==> src/rtl/uart_pkg.sv <==
// Shared UART register map plus the writer's FSM and operation encodings.
package uart_pkg;

    localparam logic [1:0] ADDR_TX  = 2'd0;
    localparam logic [1:0] ADDR_RX  = 2'd1;
    localparam logic [1:0] ADDR_DIV = 2'd2;

    typedef enum logic [2:0] {
        ST_INIT,
        ST_IDLE,
        ST_STB,
        ST_REL,
        ST_GAP
    } state_t;

    // What the bus write in flight is for: decides retry and post-release behaviour.
    typedef enum logic [1:0] {
        OP_INIT,
        OP_CFG,
        OP_TX
    } op_t;

endpackage

==> src/rtl/byte_fifo.sv <==
// Byte FIFO with power-of-two depth; a push and a pop on the same edge are both
// honoured even when full or empty (empty reads bypass the incoming byte).
module byte_fifo #(
    parameter int DEPTH = 4
) (
    input  logic       clk,
    input  logic       reset,
    input  logic       push,
    input  logic [7:0] push_data,
    input  logic       pop,
    output logic [7:0] pop_data,
    output logic       full,
    output logic       empty
);

    localparam int AW = $clog2(DEPTH);
    localparam logic [AW:0] FULL_COUNT = (AW+1)'(DEPTH);

    logic [7:0]    mem [DEPTH];
    logic [AW-1:0] wr_ptr;
    logic [AW-1:0] rd_ptr;
    logic [AW:0]   count;
    logic          do_push;
    logic          do_pop;

    assign full     = (count == FULL_COUNT);
    assign empty    = (count == '0);
    assign do_push  = push && (!full || pop);
    assign do_pop   = pop && (!empty || push);
    assign pop_data = empty ? push_data : mem[rd_ptr];

    always_ff @(posedge clk) begin
        if (do_push) begin
            mem[wr_ptr] <= push_data;
        end
    end

    always_ff @(posedge clk) begin
        if (reset) begin
            wr_ptr <= '0;
            rd_ptr <= '0;
            count  <= '0;
        end else begin
            if (do_push) begin
                wr_ptr <= wr_ptr + 1'b1;
            end
            if (do_pop) begin
                rd_ptr <= rd_ptr + 1'b1;
            end
            if (do_push && !do_pop) begin
                count <= count + 1'b1;
            end else if (!do_push && do_pop) begin
                count <= count - 1'b1;
            end
        end
    end

endmodule

==> src/rtl/uart_wb_writer.sv <==
// Feeds buffered bytes and divider updates to a UART over a strobe/ack bus,
// pacing TX writes so each byte has a full frame time on the line.
module uart_wb_writer
    import uart_pkg::*;
#(
    parameter int DEPTH       = 4,
    parameter int FREQ_DIV    = 78,
    parameter int GAP         = 12640,
    parameter int ACK_TIMEOUT = 255
) (
    input  logic       clk,
    input  logic       reset,
    input  logic [7:0] in_data,
    input  logic       in_valid,
    output logic       in_ready,
    input  logic [7:0] cfg_div,
    input  logic       cfg_we,
    output logic [1:0] wb_addr,
    output logic [7:0] wb_data,
    output logic       wb_we,
    output logic       wb_stb,
    output logic       wb_clk,
    input  logic       wb_ack,
    output logic       busy,
    output logic       err,
    output state_t     dbg_state
);

    // Handshakes: a byte moves on an edge where in_valid && in_ready, and in_data
    // must hold while in_valid waits. On the bus, stb/clk stay high with stable
    // addr/data until ack is sampled high, then both drop until ack is sampled low.

    localparam int TW = $clog2(ACK_TIMEOUT + 1);
    localparam int GW = $clog2(GAP + 1);
    localparam logic [TW-1:0] TMO_LAST = TW'(ACK_TIMEOUT - 1);
    localparam logic [GW-1:0] GAP_LAST = GW'(GAP - 1);

    state_t        state, state_n;
    op_t           op, op_n;
    logic [1:0]    addr_n;
    logic [7:0]    data_n;
    logic          take_cfg, fifo_pop, tmo_hit;
    logic          fifo_full, fifo_empty;
    logic [7:0]    fifo_data;
    logic          cfg_pending;
    logic [7:0]    cfg_data;
    logic [TW-1:0] tmo_cnt;
    logic [GW-1:0] gap_cnt;

    byte_fifo #(.DEPTH(DEPTH)) u_fifo (
        .clk       (clk),
        .reset     (reset),
        .push      (in_valid && in_ready),
        .push_data (in_data),
        .pop       (fifo_pop),
        .pop_data  (fifo_data),
        .full      (fifo_full),
        .empty     (fifo_empty)
    );

    assign in_ready  = !fifo_full && (state != ST_INIT);
    assign wb_stb    = (state == ST_STB);
    assign wb_clk    = (state == ST_STB);
    assign wb_we     = 1'b0;
    assign busy      = (state != ST_IDLE) || !fifo_empty;
    assign dbg_state = state;

    always_comb begin
        state_n  = state;
        op_n     = op;
        addr_n   = wb_addr;
        data_n   = wb_data;
        take_cfg = 1'b0;
        fifo_pop = 1'b0;
        tmo_hit  = 1'b0;
        case (state)
            ST_INIT: begin
                op_n    = OP_INIT;
                addr_n  = ADDR_DIV;
                data_n  = 8'(FREQ_DIV);
                state_n = ST_STB;
            end
            ST_IDLE: begin
                if (cfg_pending) begin
                    take_cfg = 1'b1;
                    op_n     = OP_CFG;
                    addr_n   = ADDR_DIV;
                    data_n   = cfg_data;
                    state_n  = ST_STB;
                end else if (!fifo_empty) begin
                    op_n    = OP_TX;
                    addr_n  = ADDR_TX;
                    data_n  = fifo_data;
                    state_n = ST_STB;
                end
            end
            ST_STB: begin
                if (wb_ack) begin
                    fifo_pop = (op == OP_TX);
                    state_n  = ST_REL;
                end else if (tmo_cnt == TMO_LAST) begin
                    tmo_hit = 1'b1;
                    state_n = ST_IDLE;
                end
            end
            ST_REL: begin
                if (!wb_ack) begin
                    state_n = (op == OP_TX) ? ST_GAP : ST_IDLE;
                end else if (tmo_cnt == TMO_LAST) begin
                    tmo_hit = 1'b1;
                    state_n = ST_IDLE;
                end
            end
            ST_GAP: begin
                if (gap_cnt == GAP_LAST) begin
                    state_n = ST_IDLE;
                end
            end
            default: state_n = ST_INIT;
        endcase
    end

    always_ff @(posedge clk) begin
        if (reset) begin
            state       <= ST_INIT;
            op          <= OP_INIT;
            wb_addr     <= '0;
            wb_data     <= '0;
            err         <= 1'b0;
            cfg_pending <= 1'b0;
            cfg_data    <= '0;
            tmo_cnt     <= '0;
            gap_cnt     <= '0;
        end else begin
            state   <= state_n;
            op      <= op_n;
            wb_addr <= addr_n;
            wb_data <= data_n;
            if (tmo_hit) begin
                err <= 1'b1;
            end
            // A divider write that never got acked goes back to pending; a newer
            // cfg_we already left cfg_data holding the value that should win.
            if (cfg_we) begin
                cfg_pending <= 1'b1;
                cfg_data    <= cfg_div;
            end else if (take_cfg) begin
                cfg_pending <= 1'b0;
            end else if (tmo_hit && state == ST_STB && op == OP_CFG) begin
                cfg_pending <= 1'b1;
            end
            tmo_cnt <= (state_n == state && (state == ST_STB || state == ST_REL))
                       ? tmo_cnt + 1'b1 : '0;
            gap_cnt <= (state_n == ST_GAP && state == ST_GAP) ? gap_cnt + 1'b1 : '0;
        end
    end

endmodule

==> config.mk <==
export PLATFORM = sky130hd
export DESIGN_NAME = uart_wb_writer
export DESIGN_NICKNAME = d
export VERILOG_FILES = /design/src/rtl/uart_pkg.sv /design/src/rtl/byte_fifo.sv /design/src/rtl/uart_wb_writer.sv
export SDC_FILE = /design/constraint.sdc
export NUM_CORES = 1
export LEC_CHECK = 0
export ABC_AREA = 1
export CORE_AREA = 5 5 96 98
export CTS_CLUSTER_SIZE = 14
export DETAILED_ROUTE_END_ITERATION = 10
export DIE_AREA = 0 0 101 103
export PLACE_DENSITY = 0.71
export SLEW_MARGIN = 10
export SYNTH_ARGS = -nofsm -noshare
export SYNTH_HDL_FRONTEND = slang
export SYNTH_HIERARCHICAL = 1
export SYNTH_SLANG_ARGS = --single-unit
==> constraint.sdc <==
create_clock -name clk -period 2.9 [get_ports clk]
set_clock_uncertainty 0.15 [all_clocks]
set_input_delay 0.58 -clock clk [delete_from_list [all_inputs] [get_ports clk]]
set_output_delay 0.58 -clock clk [all_outputs]
set_load 0.02 [all_outputs]
---- Yosys cells after proc, flatten, opt, wreduce, memory -nomap -nowiden ----
Memory sizes are Yosys's and may differ from the RTL's. A register that Yosys moved wholly into a read port is not among the register bits.
Index checks and enable logic that the tools add are counted.
word-level totals
  output and inout bits ................... 19
  flip-flop bits (word level) ............. 54
  word-level logic and storage cells ...... 95
  input bits .............................. 21
  memory bits (writable) .................. 32
  memories kept ........................... 1
operators by class
  add/sub/neg operators ................... 6
  bitwise logic cells ..................... 2
  equality and inequality tests ........... 13
  mux-type cells .......................... 34
  reductions and logical operators ........ 27
memory list
  name        depth  width  read ports  clocked after memory_dff  wr ports  line             source
  u_fifo.mem  4      8      1           1                         1         byte_fifo.sv:19  logic [7:0] mem [DEPTH];
operator list
  kind                                                  number
  2-to-1 mux 3 bit                                      9
  2-to-1 mux 8 bit                                      2
  one-hot mux 8 bit (2 select lines)                    1
  one-hot mux 3 bit (5 select lines)                    1
  adder 14 x 1 -> 14 bit (second input constant)        1
  equality test 14 bit (second input constant)          1
  2-to-1 mux 1 bit                                      12
  2-to-1 mux 2 bit                                      6
  logical AND 1 bit                                     10
  equality test 3 bit (second input constant)           3
  adder 8 x 1 -> 8 bit (second input constant)          1
  equality test 8 bit (second input constant)           1
  one-hot mux 2 bit (2 select lines)                    2
  equality test 3 x 2 -> 1 bit (second input constant)  2
  zero test 3 bit                                       2
  nonzero test 3 bit                                    2
  adder 2 x 1 -> 2 bit (second input constant)          2
  zero test 1 bit                                       4
  logical OR 1 bit                                      4
  nonzero test 2 bit                                    2
  OR reduction 2 bit                                    2
  adder 3 x 1 -> 3 bit (second input constant)          1
  equality test 3 x 1 -> 1 bit (second input constant)  1
  equality test 3 bit                                   1
  8 further kinds                                       9

---- Logic depth before layout (Yosys ltp) ----
  depth in word-level cells ............... 9
  mapped depth ............................ 17
  gate-level depth less buffers ........... 17

---- Cells and area by module ----
The synthesis kept the hierarchy.
by module, submodules not included
  module          cells an instance  area an instance (µm²)  times used  sequential area each (µm²)
  uart_wb_writer  276                2143.3                  1           920.9
  byte_fifo       215                1930.6                  1           1141.1

---- Worst setup path after synthesis ----
OpenSTA, ideal clock, no wires.
  path kind ............................... reg-to-reg
  from .................................... register state[1], in the netlist dbg_state[1]
  to ...................................... register u_fifo.count[1]
  period minus slack after synthesis ...... 2.666 ns
  required time ........................... 2.634 ns
  data arrival time ....................... 2.400 ns
  path slack .............................. 0.234 ns
  buffers on the path ..................... 0
  setup time .............................. 0.116 ns
  stages on the path, launching flop included .. 13
  cell sequence ........................... dfxtp_1 > inv_2 > nand3_1 > inv_1 > nor3b_1 > inv_1 > nand3_1 > nand2_1 > ha_1 > inv_1 > fa_1 > o21ai_0 > nor2_1
on the way
  longest elaborated chain between the ends .. 8
  elaborated cells on any way between the ends .. 15
  classes of those cells .................. 1 x eq/ne; 2 x mux; 12 x reduce/logical
ends and longest elaborated chain
  item                                                           line                   source
  start: declaration                                             uart_wb_writer.sv:38   state_t state, state_n;
  start signal: assignment                                       uart_wb_writer.sv:135  state <= state_n;
  nonzero test 3 bit                                             uart_wb_writer.sv:61   assign in_ready = !fifo_full && (state != ST_INIT);
  logical AND 1 bit                                              uart_wb_writer.sv:61
  logical AND 1 bit                                              uart_wb_writer.sv:53   .push (in_valid && in_ready),
  logical OR 1 bit                                               byte_fifo.sv:29        assign do_pop = pop && (!empty || push);
  logical AND 1 bit                                              byte_fifo.sv:29
  zero test 1 bit                                                byte_fifo.sv:50        if (do_push && !do_pop) begin
  logical AND 1 bit                                              byte_fifo.sv:50
  2-to-1 mux 3 bit / nonzero test 2 bit (equally long branches)  n/a
  end signal: assignment                                         byte_fifo.sv:51        count <= count + 1'b1;
  end signal: assignment                                         byte_fifo.sv:53        count <= count - 1'b1;
  end: declaration                                               byte_fifo.sv:22        logic [AW:0] count;
Several ways; a longest one is shown, not always the timed one.
A chain may end at the register's enable or synchronous reset.

---- Worst setup path in the final report ----
  from .................................... register state[1], in the netlist dbg_state[1]
  to ...................................... output port in_ready
on the way
  longest elaborated chain between the ends .. 2
ends and longest elaborated chain
  item                line                  source
  nonzero test 3 bit  uart_wb_writer.sv:61
  logical AND 1 bit   uart_wb_writer.sv:61
  end: declaration    uart_wb_writer.sv:15  output logic in_ready,
No other way between the ends.

==> flow_metrics.env <==
export IMPL_grt_setup_unrepaired="no"
export IMPL_design_die_area_um2=10400
export IMPL_cts_tree="done"
export IMPL_synth_area_leaders="sky130_fd_sc_hd__dfxtp_1 (27%), sky130_fd_sc_hd__edfxtp_1 (24%), sky130_fd_sc_hd__nand2_1 (10%), sky130_fd_sc_hd__nor2_1 (6.3%), sky130_fd_sc_hd__inv_1 (4.8%)"
export IMPL_synthMostInstantiatedCell="sky130_fd_sc_hd__nand2_1"
export IMPL_grt_overflow_total=0
export IMPL_yosys_most_used_dff="sky130_fd_sc_hd__dfxtp_1"
export IMPL_max_vdd_ir_drop_mv=0.278
export IMPL_final_period_minus_worst_setup_slack_ps=2660
export IMPL_tightest_slew_ps=573
export IMPL_drt_wirelength_per_cell_um=12.5
export IMPL_synth_enable_flop_cells=32
export IMPL_post_dp_hpwl_um=5970
export IMPL_netlist_area_um2=4070
export IMPL_num_vias=3214
export IMPL_dp_cells=640
export IMPL_hold_viol=0
export IMPL_tritoncts_num_buffers=9
export IMPL_setup_violations_final=0
export IMPL_layout_cell_area_non_filler_um2=4780
export IMPL_grt_start_max_net_pins=20
export IMPL_post_cts_repair_setup_buffers=0
export IMPL_startpoint_type="flip-flop"
export IMPL_io_buffers=37
export IMPL_avgSynthCellArea_um2=8.30
export IMPL_cts_path_max_buffers=2
export IMPL_tritoncts_num_sinks=87
export IMPL_critPathKind="reg -> out"
export IMPL_path_max_fanout=7
export IMPL_power_mw=2.82
export IMPL_cp_end_kind="output pin"
export IMPL_fp_row_count=34
export IMPL_worst_r2r_setup_slack_ps=320
export IMPL_clk_insertion_delay_late_ps=360
export IMPL_postCtsHoldBufs=0
export IMPL_antenna_found_initial=0
export IMPL_setup_worst_path_start="dbg_state[1]$_SDFF_PP0_"
export IMPL_slew_headroom_pct=61.8
export IMPL_x_dimension_of_the_die_um=101
export IMPL_antennaDiodeCount=0
export IMPL_result_of_the_run="finished, final reports clean"
export IMPL_initial_core_utilization_pct=48.6
export IMPL_clock_fmax_mhz=376
export IMPL_ctsRootBufferMaster="sky130_fd_sc_hd__clkbuf_8"
export IMPL_timing_final_crit_share_pct=91.7
export IMPL_design_portCount=40
export IMPL_cts_resized=0
export IMPL_final_nets=573
export IMPL_drt_pass1_iter_count=5
export IMPL_core_region_area_um2=8380
export IMPL_syn_to_layout_area_delta_pct=17.3
export IMPL_r2r_start="dbg_state[1]$_SDFF_PP0_"
export IMPL_final_standard_cell_count_with_taps_included_and_fillers_excluded=656
export IMPL_ctsHtreeMaxLevel=3
export IMPL_timing_max_cap_violations=0
export IMPL_synth_ff_latch_count=87
export IMPL_gpl_final_weighted_congestion=0.803
export IMPL_global_route_usage_total_pct=16.7
export IMPL_routed_via_density=4.90
export IMPL_synth_common_cells="sky130_fd_sc_hd__nand2_1 (112), sky130_fd_sc_hd__nor2_1 (68), sky130_fd_sc_hd__dfxtp_1 (55), sky130_fd_sc_hd__inv_1 (52), sky130_fd_sc_hd__edfxtp_1 (32)"
export IMPL_grt_pass1_vias=3154
export IMPL_yosys_area_top_type="sky130_fd_sc_hd__dfxtp_1"
export IMPL_remaining_drc_errors=0
export IMPL_drtAntennaViolNets=0
export IMPL_ys_types=37
export IMPL_placement_cell_area_um2=4600
export IMPL_finish_utilization_pct=57.0
export IMPL_ys_async_sr_fraction_pct=0
export IMPL_critPathRequiredTime_ps=2170
export IMPL_postRouteWirelength_um=8200
export IMPL_post_route_cells_drive_above_1_share_pct=12.0
export IMPL_power_static_leakage_nw=1.91
export IMPL_fp_dieH_um=103
export IMPL_hold_slack_ps=317
export IMPL_hp_start="cfg_data[7]$_SDFFE_PP0P_"
export IMPL_drt_iter0_drc=65
export IMPL_filler_cell_count=760
export IMPL_timing_critical_path_arrival_ps=1930
export IMPL_synth_cells=491
export IMPL_timing_final_max_slew_violations=0
export IMPL_ys_warns=6
export IMPL_seq_area_frac_synth_pct=50.6
export IMPL_hold_path_class="reg -> reg"
export IMPL_post_synth_top_area_fraction_pct=27.0
export IMPL_power_density_nw_per_um2=589
export IMPL_wire_length_of_the_first_global_routing_pass_um=13800
export IMPL_clkSlewWorstSetupHoldPaths_ps=100
[final timing paths]
path / end / depth (start not counted)
worst max-delay path: in_ready / 5
worst min-delay path: cfg_data[7]$_SDFFE_PP0P_ / 2
worst max register to register: u_fifo/count[2]$_SDFFE_PP0P_ / 14
worst min register to register: cfg_data[7]$_SDFFE_PP0P_ / 2
[placed cells by master (no fill, tap or decap), types with 4 or more instances in the layout]
master,instances
sky130_fd_sc_hd__xnor2_1,5
sky130_fd_sc_hd__clkbuf_8,9
sky130_fd_sc_hd__inv_1,52
sky130_fd_sc_hd__nor3_2,9
sky130_fd_sc_hd__nand2_2,6
sky130_fd_sc_hd__dfxtp_1,55
sky130_fd_sc_hd__buf_4,15
sky130_fd_sc_hd__or2_0,8
sky130_fd_sc_hd__edfxtp_1,32
sky130_fd_sc_hd__nor2_1,68
sky130_fd_sc_hd__nor3_1,4
sky130_fd_sc_hd__clkdlybuf4s50_1,37
sky130_fd_sc_hd__xor2_1,7
sky130_fd_sc_hd__ha_1,8
sky130_fd_sc_hd__nor2_2,5
sky130_fd_sc_hd__a21oi_1,25
sky130_fd_sc_hd__nand2_1,112
sky130_fd_sc_hd__nand4_1,5
sky130_fd_sc_hd__o22ai_1,4
sky130_fd_sc_hd__nand3_1,30
sky130_fd_sc_hd__inv_2,6
sky130_fd_sc_hd__o21ai_0,18
[metrics by stage]
step                setup slack [ps]  TNS [ps]
floorplan                        234         0
detailed placement             -67.2     -67.2
global route                    78.1         0
CTS                              194         0
finish                           240         0
global placement                9.65         0
[power breakdown]
group          internal (mW)  leakage (nW)  switching [mW]
combinational          0.251          1.08           0.390
clock                  0.320        0.0913           0.459
sequential              1.35         0.739          0.0506
total                   1.92          1.91           0.900
[kinds of logic (layout without fill, tap and decap cells)]
family                     Yosys count  after routing  share of synthesized area, %
DFF                                 87             87                          50.6
AOI/OAI and AO/OA                   53             53                          6.82
other                                1              2                        0.0920
and+or+nand+nor                    256            256                          29.0
buffers and inverters               73            129                          7.92
xor gates and xnor gates            12             12                          2.58
adders and majority gates            9              9                          2.95
[state kept, by name, indices dropped and copies added (netlist names), named ones only]
register / flops
cfg_data: 8
cfg_pending: 1
dbg_state: 3
err: 1
gap_cnt: 14
op: 2
tmo_cnt: 8
u_fifo/count: 3
u_fifo/mem: 32
u_fifo/rd_ptr: 2
u_fifo/wr_ptr: 2
wb_addr: 1
wb_data: 8
[worst max-delay path, stage by stage (launching register included)]
cell and delay [ps]:
sky130_fd_sc_hd__dfxtp_1 480, sky130_fd_sc_hd__inv_2 110, sky130_fd_sc_hd__nand3_1 160, sky130_fd_sc_hd__inv_1 70, sky130_fd_sc_hd__nor2_1 120, sky130_fd_sc_hd__clkdlybuf4s50_1 620
[routing by layer]
metal  track usage [%]  share of wire (%)  routed length [µm]  vias up
met5                 0                  0                   0        -
met4              6.13                1.6                 130        0
met3              4.06                5.2                 425       14
met2              29.1                 50                4090       63
met1              20.3                 43                3560     1467
li1                  -                  -                   -     1670
[area by class of cell]
class | instances | area (µm²) | area share [%]
Clock inverter | 7 | 51.3 | 1.07
Clock buffer | 9 | 124 | 2.59
Inverter | 61 | 231 | 4.84
Multi-Input combinational cell | 332 | 1690 | 35.4
Tap cell | 108 | 135 | 2.83
Timing Repair Buffer | 52 | 483 | 10.1
Sequential cell | 87 | 2060 | 43.1
(Power assumes the default switching activity.)
